$ cat src/rtl/tmnt_sysio.sv
`default_nettype none
// ============================================================================
// Module   : tmnt_sysio
// Brief    : TMNT 68000-side system I/O (inputs, coin counters, sound
//            mailbox, vblank IRQ, watchdog). Watchdog built when
//            SYSIO_WATCHDOG_EN is defined.
// Revision : 1.0 - initial release
// ============================================================================
module tmnt_sysio #(
    parameter int NPLAYERS    = 4,
    parameter int SYNC_STAGES = 2,
    parameter int COIN_PULSE  = 2400000,
    parameter int WDOG_CYCLES = 4800000
) (
    input  logic                  clk_24M,
    input  logic                  nRES,
    input  logic                  cs_n,
    input  logic                  rw,
    input  logic [2:0]            addr,
    input  logic [7:0]            din,
    output logic [7:0]            dout,
    input  logic [8*NPLAYERS-1:0] plyr_in,
    input  logic [NPLAYERS-1:0]   coin_in,
    input  logic [NPLAYERS-1:0]   service_in,
    input  logic [19:0]           dip_in,
    input  logic                  vblank,
    input  logic                  snd_ack,
    output logic [7:0]            snd_code,
    output logic                  snd_irq,
    output logic                  int_n,
    output logic [1:0]            coin_counter,
    output logic                  rmrd,
    output logic                  sndon,
    output logic [1:0]            pri,
    output logic                  wdog_reset_n
);

    localparam int c_SYNC_W = 10*NPLAYERS + 22;
    localparam logic [c_SYNC_W-1:0] c_SYNC_RST = {2'b00, {(c_SYNC_W-2){1'b1}}};
    localparam int c_TW = $clog2(COIN_PULSE + 1);
    localparam logic [c_TW-1:0] c_PULSE_LAST = c_TW'(COIN_PULSE - 1);

    localparam logic [1:0] c_IDLE = 2'd0;
    localparam logic [1:0] c_HIGH = 2'd1;
    localparam logic [1:0] c_LOW  = 2'd2;

    // All asynchronous pins share one synchroniser chain.
    logic [c_SYNC_W-1:0] w_async;
    logic [c_SYNC_W-1:0] r_sync [SYNC_STAGES];
    logic [c_SYNC_W-1:0] w_sync;

    assign w_async = {snd_ack, vblank, dip_in, service_in, coin_in, plyr_in};
    assign w_sync  = r_sync[SYNC_STAGES-1];

    always_ff @(posedge clk_24M or negedge nRES) begin
        if (!nRES) begin
            for (int i = 0; i < SYNC_STAGES; i++) r_sync[i] <= c_SYNC_RST;
        end else begin
            r_sync[0] <= w_async;
            for (int i = 1; i < SYNC_STAGES; i++) r_sync[i] <= r_sync[i-1];
        end
    end

    logic [8*NPLAYERS-1:0] w_plyr_s;
    logic [NPLAYERS-1:0]   w_coin_s;
    logic [NPLAYERS-1:0]   w_serv_s;
    logic [19:0]           w_dip_s;
    logic                  w_vb_s;
    logic                  w_ack_s;
    logic [31:0]           w_plyr32;
    logic [3:0]            w_coin4;
    logic [3:0]            w_serv4;

    assign w_plyr_s = w_sync[8*NPLAYERS-1:0];
    assign w_coin_s = w_sync[9*NPLAYERS-1:8*NPLAYERS];
    assign w_serv_s = w_sync[10*NPLAYERS-1:9*NPLAYERS];
    assign w_dip_s  = w_sync[10*NPLAYERS+19:10*NPLAYERS];
    assign w_vb_s   = w_sync[10*NPLAYERS+20];
    assign w_ack_s  = w_sync[10*NPLAYERS+21];

    // Absent players read as released (all ones).
    always_comb begin
        w_plyr32 = '1;
        w_coin4  = '1;
        w_serv4  = '1;
        w_plyr32[8*NPLAYERS-1:0] = w_plyr_s;
        w_coin4[NPLAYERS-1:0]    = w_coin_s;
        w_serv4[NPLAYERS-1:0]    = w_serv_s;
    end

    always_comb begin
        dout = 8'h00;
        if (!cs_n && rw) begin
            case (addr)
                3'd0:    dout = {w_serv4, w_coin4};
                3'd1:    dout = w_plyr32[7:0];
                3'd2:    dout = w_plyr32[15:8];
                3'd3:    dout = w_plyr32[23:16];
                3'd4:    dout = w_plyr32[31:24];
                3'd5:    dout = w_dip_s[7:0];
                3'd6:    dout = w_dip_s[15:8];
                default: dout = {4'hF, w_dip_s[19:16]};
            endcase
        end
    end

    logic r_cs_n_d;
    logic w_wr;
    logic w_wr_ctl;
    logic w_wr_snd;
    logic w_wr_pri;
    logic w_wr_iack;

    assign w_wr      = !cs_n && r_cs_n_d && !rw;
    assign w_wr_ctl  = w_wr && (addr == 3'd0);
    assign w_wr_snd  = w_wr && (addr == 3'd1);
    assign w_wr_pri  = w_wr && (addr == 3'd3);
    assign w_wr_iack = w_wr && (addr == 3'd4);

    logic       r_sndon, r_int16en, r_rmrd;
    logic [1:0] r_pri;
    logic [7:0] r_snd_code;
    logic       r_snd_irq, r_int_n;
    logic       r_vb_d, r_vb_rise, r_ack_d, r_ack_rise;

    always_ff @(posedge clk_24M or negedge nRES) begin
        if (!nRES) begin
            r_cs_n_d   <= 1'b1;
            r_sndon    <= 1'b0;
            r_int16en  <= 1'b0;
            r_rmrd     <= 1'b0;
            r_pri      <= 2'b00;
            r_snd_code <= 8'h00;
            r_snd_irq  <= 1'b0;
            r_int_n    <= 1'b1;
            r_vb_d     <= 1'b0;
            r_vb_rise  <= 1'b0;
            r_ack_d    <= 1'b0;
            r_ack_rise <= 1'b0;
        end else begin
            r_cs_n_d   <= cs_n;
            r_vb_d     <= w_vb_s;
            r_vb_rise  <= w_vb_s && !r_vb_d;
            r_ack_d    <= w_ack_s;
            r_ack_rise <= w_ack_s && !r_ack_d;
            if (w_wr_ctl) begin
                r_sndon   <= din[3];
                r_int16en <= din[5];
                r_rmrd    <= din[7];
            end
            if (w_wr_pri) r_pri <= din[3:2];
            // A new vblank edge beats any clear in the same clock.
            if (r_vb_rise && r_int16en)
                r_int_n <= 1'b0;
            else if (w_wr_iack || (w_wr_ctl && !din[5]))
                r_int_n <= 1'b1;
            if (w_wr_snd) begin
                r_snd_code <= din;
                r_snd_irq  <= 1'b1;
            end else if (r_ack_rise) begin
                r_snd_irq  <= 1'b0;
            end
        end
    end

    assign sndon    = r_sndon;
    assign rmrd     = r_rmrd;
    assign pri      = r_pri;
    assign snd_code = r_snd_code;
    assign snd_irq  = r_snd_irq;
    assign int_n    = r_int_n;

    genvar gc;
    generate
        for (gc = 0; gc < 2; gc++) begin : g_coin
            logic [3:0]      r_cnt;
            logic [1:0]      r_state;
            logic [c_TW-1:0] r_timer;
            logic            r_pulse;
            logic            w_inc;
            logic            w_take;

            assign w_inc  = w_wr_ctl && din[gc];
            assign w_take = (r_state == c_IDLE) && (r_cnt != 4'd0);

            always_ff @(posedge clk_24M or negedge nRES) begin
                if (!nRES) begin
                    r_cnt   <= 4'd0;
                    r_state <= c_IDLE;
                    r_timer <= '0;
                    r_pulse <= 1'b0;
                end else begin
                    if (w_inc && !w_take && (r_cnt != 4'hF))
                        r_cnt <= r_cnt + 4'd1;
                    else if (w_take && !w_inc)
                        r_cnt <= r_cnt - 4'd1;
                    case (r_state)
                        c_IDLE: begin
                            if (w_take) begin
                                r_state <= c_HIGH;
                                r_timer <= '0;
                                r_pulse <= 1'b1;
                            end
                        end
                        c_HIGH: begin
                            if (r_timer == c_PULSE_LAST) begin
                                r_state <= c_LOW;
                                r_timer <= '0;
                                r_pulse <= 1'b0;
                            end else begin
                                r_timer <= r_timer + 1'b1;
                            end
                        end
                        c_LOW: begin
                            if (r_timer == c_PULSE_LAST) begin
                                r_state <= c_IDLE;
                                r_timer <= '0;
                            end else begin
                                r_timer <= r_timer + 1'b1;
                            end
                        end
                        default: begin
                            r_state <= c_IDLE;
                            r_pulse <= 1'b0;
                        end
                    endcase
                end
            end

            assign coin_counter[gc] = r_pulse;
        end
    endgenerate

`ifdef SYSIO_WATCHDOG_EN
    localparam int c_WW = $clog2(WDOG_CYCLES + 1);

    logic            w_wr_kick;
    logic [c_WW-1:0] r_wdog_cnt;
    logic [3:0]      r_fire_cnt;
    logic            r_wdog_n;

    assign w_wr_kick = w_wr && (addr == 3'd2);

    // While the reset request is active the counter holds; kicks are ignored.
    always_ff @(posedge clk_24M or negedge nRES) begin
        if (!nRES) begin
            r_wdog_cnt <= '0;
            r_fire_cnt <= 4'd0;
            r_wdog_n   <= 1'b1;
        end else if (!r_wdog_n) begin
            if (r_fire_cnt == 4'hF) begin
                r_wdog_n   <= 1'b1;
                r_fire_cnt <= 4'd0;
                r_wdog_cnt <= '0;
            end else begin
                r_fire_cnt <= r_fire_cnt + 4'd1;
            end
        end else if (w_wr_kick) begin
            r_wdog_cnt <= '0;
        end else if (r_wdog_cnt == c_WW'(WDOG_CYCLES - 1)) begin
            r_wdog_n   <= 1'b0;
            r_fire_cnt <= 4'd0;
        end else begin
            r_wdog_cnt <= r_wdog_cnt + 1'b1;
        end
    end

    assign wdog_reset_n = r_wdog_n;
`else
    assign wdog_reset_n = (WDOG_CYCLES != 0) | 1'b1;
`endif

endmodule
`default_nettype wire
$ cat config.mk
export PLATFORM = sky130hd
export DESIGN_NAME = tmnt_sysio
export DESIGN_NICKNAME = d
export VERILOG_FILES = /design/src/rtl/tmnt_sysio.sv
export SDC_FILE = /design/constraint.sdc
export NUM_CORES = 1
export LEC_CHECK = 0
export ABC_CLOCK_PERIOD_IN_PS = 3440
export BUFFER_PORTS_ARGS = -buffer_cell sky130_fd_sc_hd__buf_2
export CORE_MARGIN = 5
export CORE_UTILIZATION = 35
export CTS_BUF_LIST = sky130_fd_sc_hd__clkbuf_4
export CTS_CLUSTER_SIZE = 20
export DETAILED_ROUTE_END_ITERATION = 12
export SLEW_MARGIN = 40
export SYNTH_ARGS = -nofsm -noshare
export SYNTH_HDL_FRONTEND = slang
export SYNTH_SLANG_ARGS = --single-unit
export TNS_END_PERCENT = 100
$ cat constraint.sdc
create_clock -name clk_24M -period 3.44 [get_ports clk_24M]
set_clock_uncertainty 0.15 [all_clocks]
set_input_delay 0.688 -clock clk_24M [delete_from_list [all_inputs] [get_ports clk_24M]]
set_output_delay 0.688 -clock clk_24M [all_outputs]
set_load 0.05 [all_outputs]
== Word level (Yosys, flattened, before mapping) ==
Index checks and enable logic that the tools add are counted.

* Bits in registers: 202
* Bits in latches: 0
* Bits in writable memories: 0
* Bits in read-only memories: 0
* Input port bits: 77
* Output and inout port bits: 25
* Word-level logic and storage cells: 130
* Memories: 0

* Add/subtract/negate cells: 6
* Multipliers: 0
* Divide/modulo/power cells: 0
* Magnitude comparators: 0
* Equality and inequality tests: 20
* Shifts and indexed selects: 0
* Multiplexer cells: 30
* Bitwise logic cells: 2
* Reduce and logical (&&, ||, !) cells: 50

{| class="wikitable"
|+ Operator list
! kind !! number
|-
| $mux 22 || 4
|-
| $pmux 22 s2 || 2
|-
| $pmux 8 s7 || 1
|-
| $add 22x1->22 const B || 2
|-
| $eq 22x22->1 const B || 2
|-
| $logic_and 1x1->1 || 21
|-
| $mux 4 || 4
|-
| $mux 2 || 6
|-
| $ne 2x2->1 const B || 6
|-
| $pmux 2 s3 || 2
|-
| $reduce_and 3->1 || 4
|-
| $reduce_bool 2->1 || 6
|-
| $eq 3x3->1 const B || 3
|-
| $logic_not 1->1 || 9
|-
| $add 4x1->4 const B || 2
|-
| $mux 1 || 8
|-
| $mux 8 || 1
|-
| $ne 4x4->1 const B || 2
|-
| $reduce_bool 4->1 || 2
|-
| $sub 4x1->4 const B || 2
|-
| $eq 3x2->1 const B || 2
|-
| $pmux 1 s3 || 2
|-
| $eq 2x1->1 const B || 2
|-
| $eq 2x2->1 const B || 2
|-
| 7 further kinds || 11
|}

== Longest topological paths before layout ==
* Depth after elaboration: 9
* Depth in mapped cells: 11
* Mapped depth without buffers: 10

== Least setup slack after synthesis ==
OpenSTA, ideal clock, no wires.

* Path kind: input to output
* Start point: input addr[1]
* End point: output dout[2]
* Arrival time: 3810 ps
* Required time: 2602 ps
* Setup slack: -1208 ps
* Cell stages on the path: 5
* Path buffers: 3
* Path through: buf_2 buf_2 buf_2 o22ai_1 a2111oi_0

* Longest elaborated chain between the ends: 3
* Elaborated cells on any way between the ends: 9
* Classes of those cells: eq/ne (6); mux (2); reduce/logical (1)

{| class="wikitable"
|+ Ends and longest elaborated chain
! item !! RTL line !! source
|-
| start, declared || 19 || <nowiki>input logic [2:0] addr,</nowiki>
|-
| $eq 3x3->1, or another cell as far along || 94 || <nowiki>case (addr)</nowiki>
|-
| $pmux 8 s7 * || 94 ||
|-
| $mux 8 * || 93 || <nowiki>if (!cs_n && rw) begin</nowiki>
|-
| end, declared || 21 || <nowiki>output logic [7:0] dout,</nowiki>
|}

Mark *: on every way between the ends. The rest lies on a longest branch, timed or not.

== Worst setup path in the final report ==
* Start point: input cs_n
* End point: output dout[2]

* Longest elaborated chain between the ends: 3

{| class="wikitable"
|+ Ends and longest elaborated chain
! item !! RTL line !! source
|-
| start, declared || 17 || <nowiki>input logic cs_n,</nowiki>
|-
| $logic_not 1->1 || 93 ||
|-
| $logic_and 1x1->1 || 93 ||
|-
| $mux 8 || 93 ||
|}

Every way passes these cells.

==> results.cfg <==
[status]
outcome = complete, no violations

[grt]
globalRouteTotalUtil_pct = 13.7
global_route.overflow_total = 0
grt_first_pass_wirelength_um = 29700
grt_max_degree = 85
initial_antenna_violation_count = 2
via_count_of_the_first_global_routing_pass = 5983

[routing]
drt-wirelength-per-cell_um = 14.8
dr_total_vias = 5792
final_antenna_net_count = 0
first_iter_violations = 282
drt_first_pass_iters = 4
post-route-drc-count = 0
wire_length_after_detailed_routing_um = 17800
vias_per_cell = 4.81

[place]
place_worst_setup_slack_ns = 0.311
routabilityCongestion = 0.811
port_buffers = 100
dpl.hpwl_um = 11800
standard_cell_area_after_detailed_placement_um2 = 9130

[worst_setup_path]
worstPathCellList = dlygate4sd3_1, buf_2, nand2b_1, a2111oi_2, buf_2
crit_path_frequent_cell = buf_2
cpPeakStageDelay_ns = 0.55
ff_to_ff_end = g_coin[0].r_cnt[3]
r2r-start = g_coin[0].r_state[0]
setup.reg_to_reg.worst_slack_ns = 0.57
critical_path_class = in2out
reg2regPathDepth = 10
timing.critical_path.required_ns = 2.60
critical_path.max_fanout = 8
cp-end-kind = primary output
arrival_ns = 2.39
worst_setup_path_start_kind = input port
critical_path.slowest_cell = dlygate4sd3_1
cpLargestDelayFamily = buffers and inverters
path_buf_inv = 3

[timing]
finalSetupViolations = 0
totalNegativeSetupSlack_ns = 0
finalHoldViolCount = 0
final_period_util_pct = 93.7
max-slew-margin-rel_pct = 50.4
final_max_slew_viol_count = 0
fmaxAchievable_ghz = 0.310
rsz_0062_raised_after_global_routing = no
layout_min_cycle_time_ns = 3.22
finalWorstSetupSlack_ns = 0.215
tightestPinTransition_ns = 0.744

[pwr]
static_leakage_nw = 4.52
report.power.total_w = 0.00649
vdd_drop_max_mv = 0.265
power_density_nw_per_um2 = 622
power.internal_w = 0.00435
net-switching-power_w = 0.00215
power.share.switching_pct = 33.1
p_seq_share_pct = 44.5
pwr-share-comb_pct = 24.4
pwr-share-clk_pct = 31.1

[synth]
synthDominantAreaCellType = dfstp_2
synth.cell_area_um2 = 8230
synthArstFlopShare_pct = 100
number_of_enable_flip_flop_cells_after_synthesis = 0
synth_cell_type_count = 67
post_synth_main_area_contributors = dfstp_2 (39%), dfrtp_1 (24%), mux2_2 (3.0%)
syn_nets = 728
synthCells = 636
synth.ff_latch_count = 202
ys_warn_count = 0
synth_sequential_area_ratio_pct = 63.2
synth_top_flop_cell = dfstp_2
syn_area_per_cell_um2 = 12.9
synthDominantCellAreaShare_pct = 38.9

[min_path]
holdPathStages = 2
worstHoldPathType = in2reg
hold-path-endpoint = snd_code[4]
holdCritStartpoint = din[4]

[cells_and_area]
drive_above_1_share_pct = 42.6
layout_common_cells = dfstp_2 (122), buf_2 (99), clkbuf_4 (80), dfrtp_1 (80), dlygate4sd3_1 (64)
final_nets = 934
final_cell_area_excluding_filler_cells_um2 = 10400
synth_to_final_area_change_pct = 26.8
final_common_cell = dfstp_2

[cts]
cts_num_sinks = 202
cts_tree = done
postCtsResizedCells = 0
clk_latency_ns = 0.66
cts.hold.buffers_added = 64
clock_slew_at_the_register_clock_pins_of_the_worst_setup_and_hold_paths_ns = 0.06
cell_at_the_root_of_the_clock_tree = clkbuf_4
h-tree-depth = 2
cts-root-to-sink-buffers = 3
cts-buffers-inserted = 54
cts_setup_buffers = 0

[floorplanning]
die_h_um = 163
floorplan.rows = 56
design.core.area_um2 = 23300
fp.dieW_um = 163
initial_core_util_pct = 35.3
ios = 102
design.die.area_um2 = 26700

[flow_run]
max_cap_violations = 0
[per-stage QoR]
stage	util (%)	hold WS, ns	cells
after detailed placement	39.1	0.194	1041
after floorplan	-	0.181	636
after global placement	39.1	0.188	1041
after CTS	44.7	0.0581	1200
final	44.8	0.134	1203
after global routing	44.8	0.0740	1202
[sequential cells by signal, indices dropped and copies added, names as in the netlist, 2 cells and up]
register        flops
snd_code            8
g_coin.r_pulse      2
g_coin.r_cnt        8
g_coin.r_timer     44
g_coin.r_state      4
w_sync             62
pri                 2
r_sync             62
[worst max path at each step]
stage	start	endpoint	slack, ns	depth (start not counted)
2_1_floorplan	addr[2]	dout[3]	0.10	6
3_3_place_gp	addr[0]	g_coin[0].r_cnt[3]	0.41	10
3_5_place_dp	addr[0]	g_coin[0].r_cnt[3]	0.31	10
4_1_cts	cs_n	dout[2]	0.26	5
5_1_grt	cs_n	dout[2]	0.15	5
6_report	cs_n	dout[2]	0.22	5
[cell families after synthesis]
logic type / count (synthesis) / synth area share, %
AO/OA/AOI/OAI: 138 / 11.2
other: 1 / 0.0455
multiplexers: 38 / 5.87
XOR/XNOR: 6 / 0.638
adder cells (fa/ha/maj): 15 / 2.46
AND/OR/NAND/NOR: 196 / 14.3
flip-flops: 202 / 63.2
buffers and inverters: 40 / 2.20
[cell type report]
type	count	area [µm²]
inverter	16	60.1
fill	2152	12900
sequential	202	5210
clock buffer	80	601
clock inverter	15	67.6
antenna	3	7.51
multi-input combinational	394	2870
timing repair buffer	174	1240
tap	319	399
[power by group through the flow]
stage / combinational (W) / clock (W) / sequential, W
global placement: 0.00153 / 0 / 0.00292
detailed placement: 0.00153 / 0 / 0.00293
CTS: 0.00160 / 0.00213 / 0.00289
finish: 0.00158 / 0.00202 / 0.00289
global route: 0.00176 / 0.00225 / 0.00293
floorplan: 0.00106 / 0 / 0.00299
[cell usage after synthesis, types with 6 or more instances]
cell,instances
a21o_1,9
a21oi_1,27
a31oi_1,25
a41oi_1,6
and3_1,6
and4_1,10
buf_2,13
clkbuf_1,6
dfrtp_1,80
dfstp_2,122
ha_1,13
inv_1,16
mux2_2,22
mux2i_1,10
mux4_2,6
nand2_1,42
nand3_1,37
nand4_1,13
nor2_1,31
nor2b_1,7
nor3_1,10
o21ai_0,27
xor2_1,6
[metal layers]
layer	vias up	wire length [µm]	GRT usage [%]
li1	2800	-	-
met1	2844	8070	18.0
met2	120	8570	21.8
met3	28	821	3.03
met4	0	338	5.79
met5	-	0	0
[worst register-to-register path: stages (launching register included)]
cell and delay [ns]:
dfrtp_1 0.40, inv_1 0.09, ha_1 0.47, a21oi_1 0.12
o21ai_0 0.48, ha_1 0.34, a21o_1 0.18, a21oi_1 0.18
nand4_1 0.12, o21ai_1 0.13, xor2_1 0.15
Note: power is estimated with default switching activity, not from simulation.
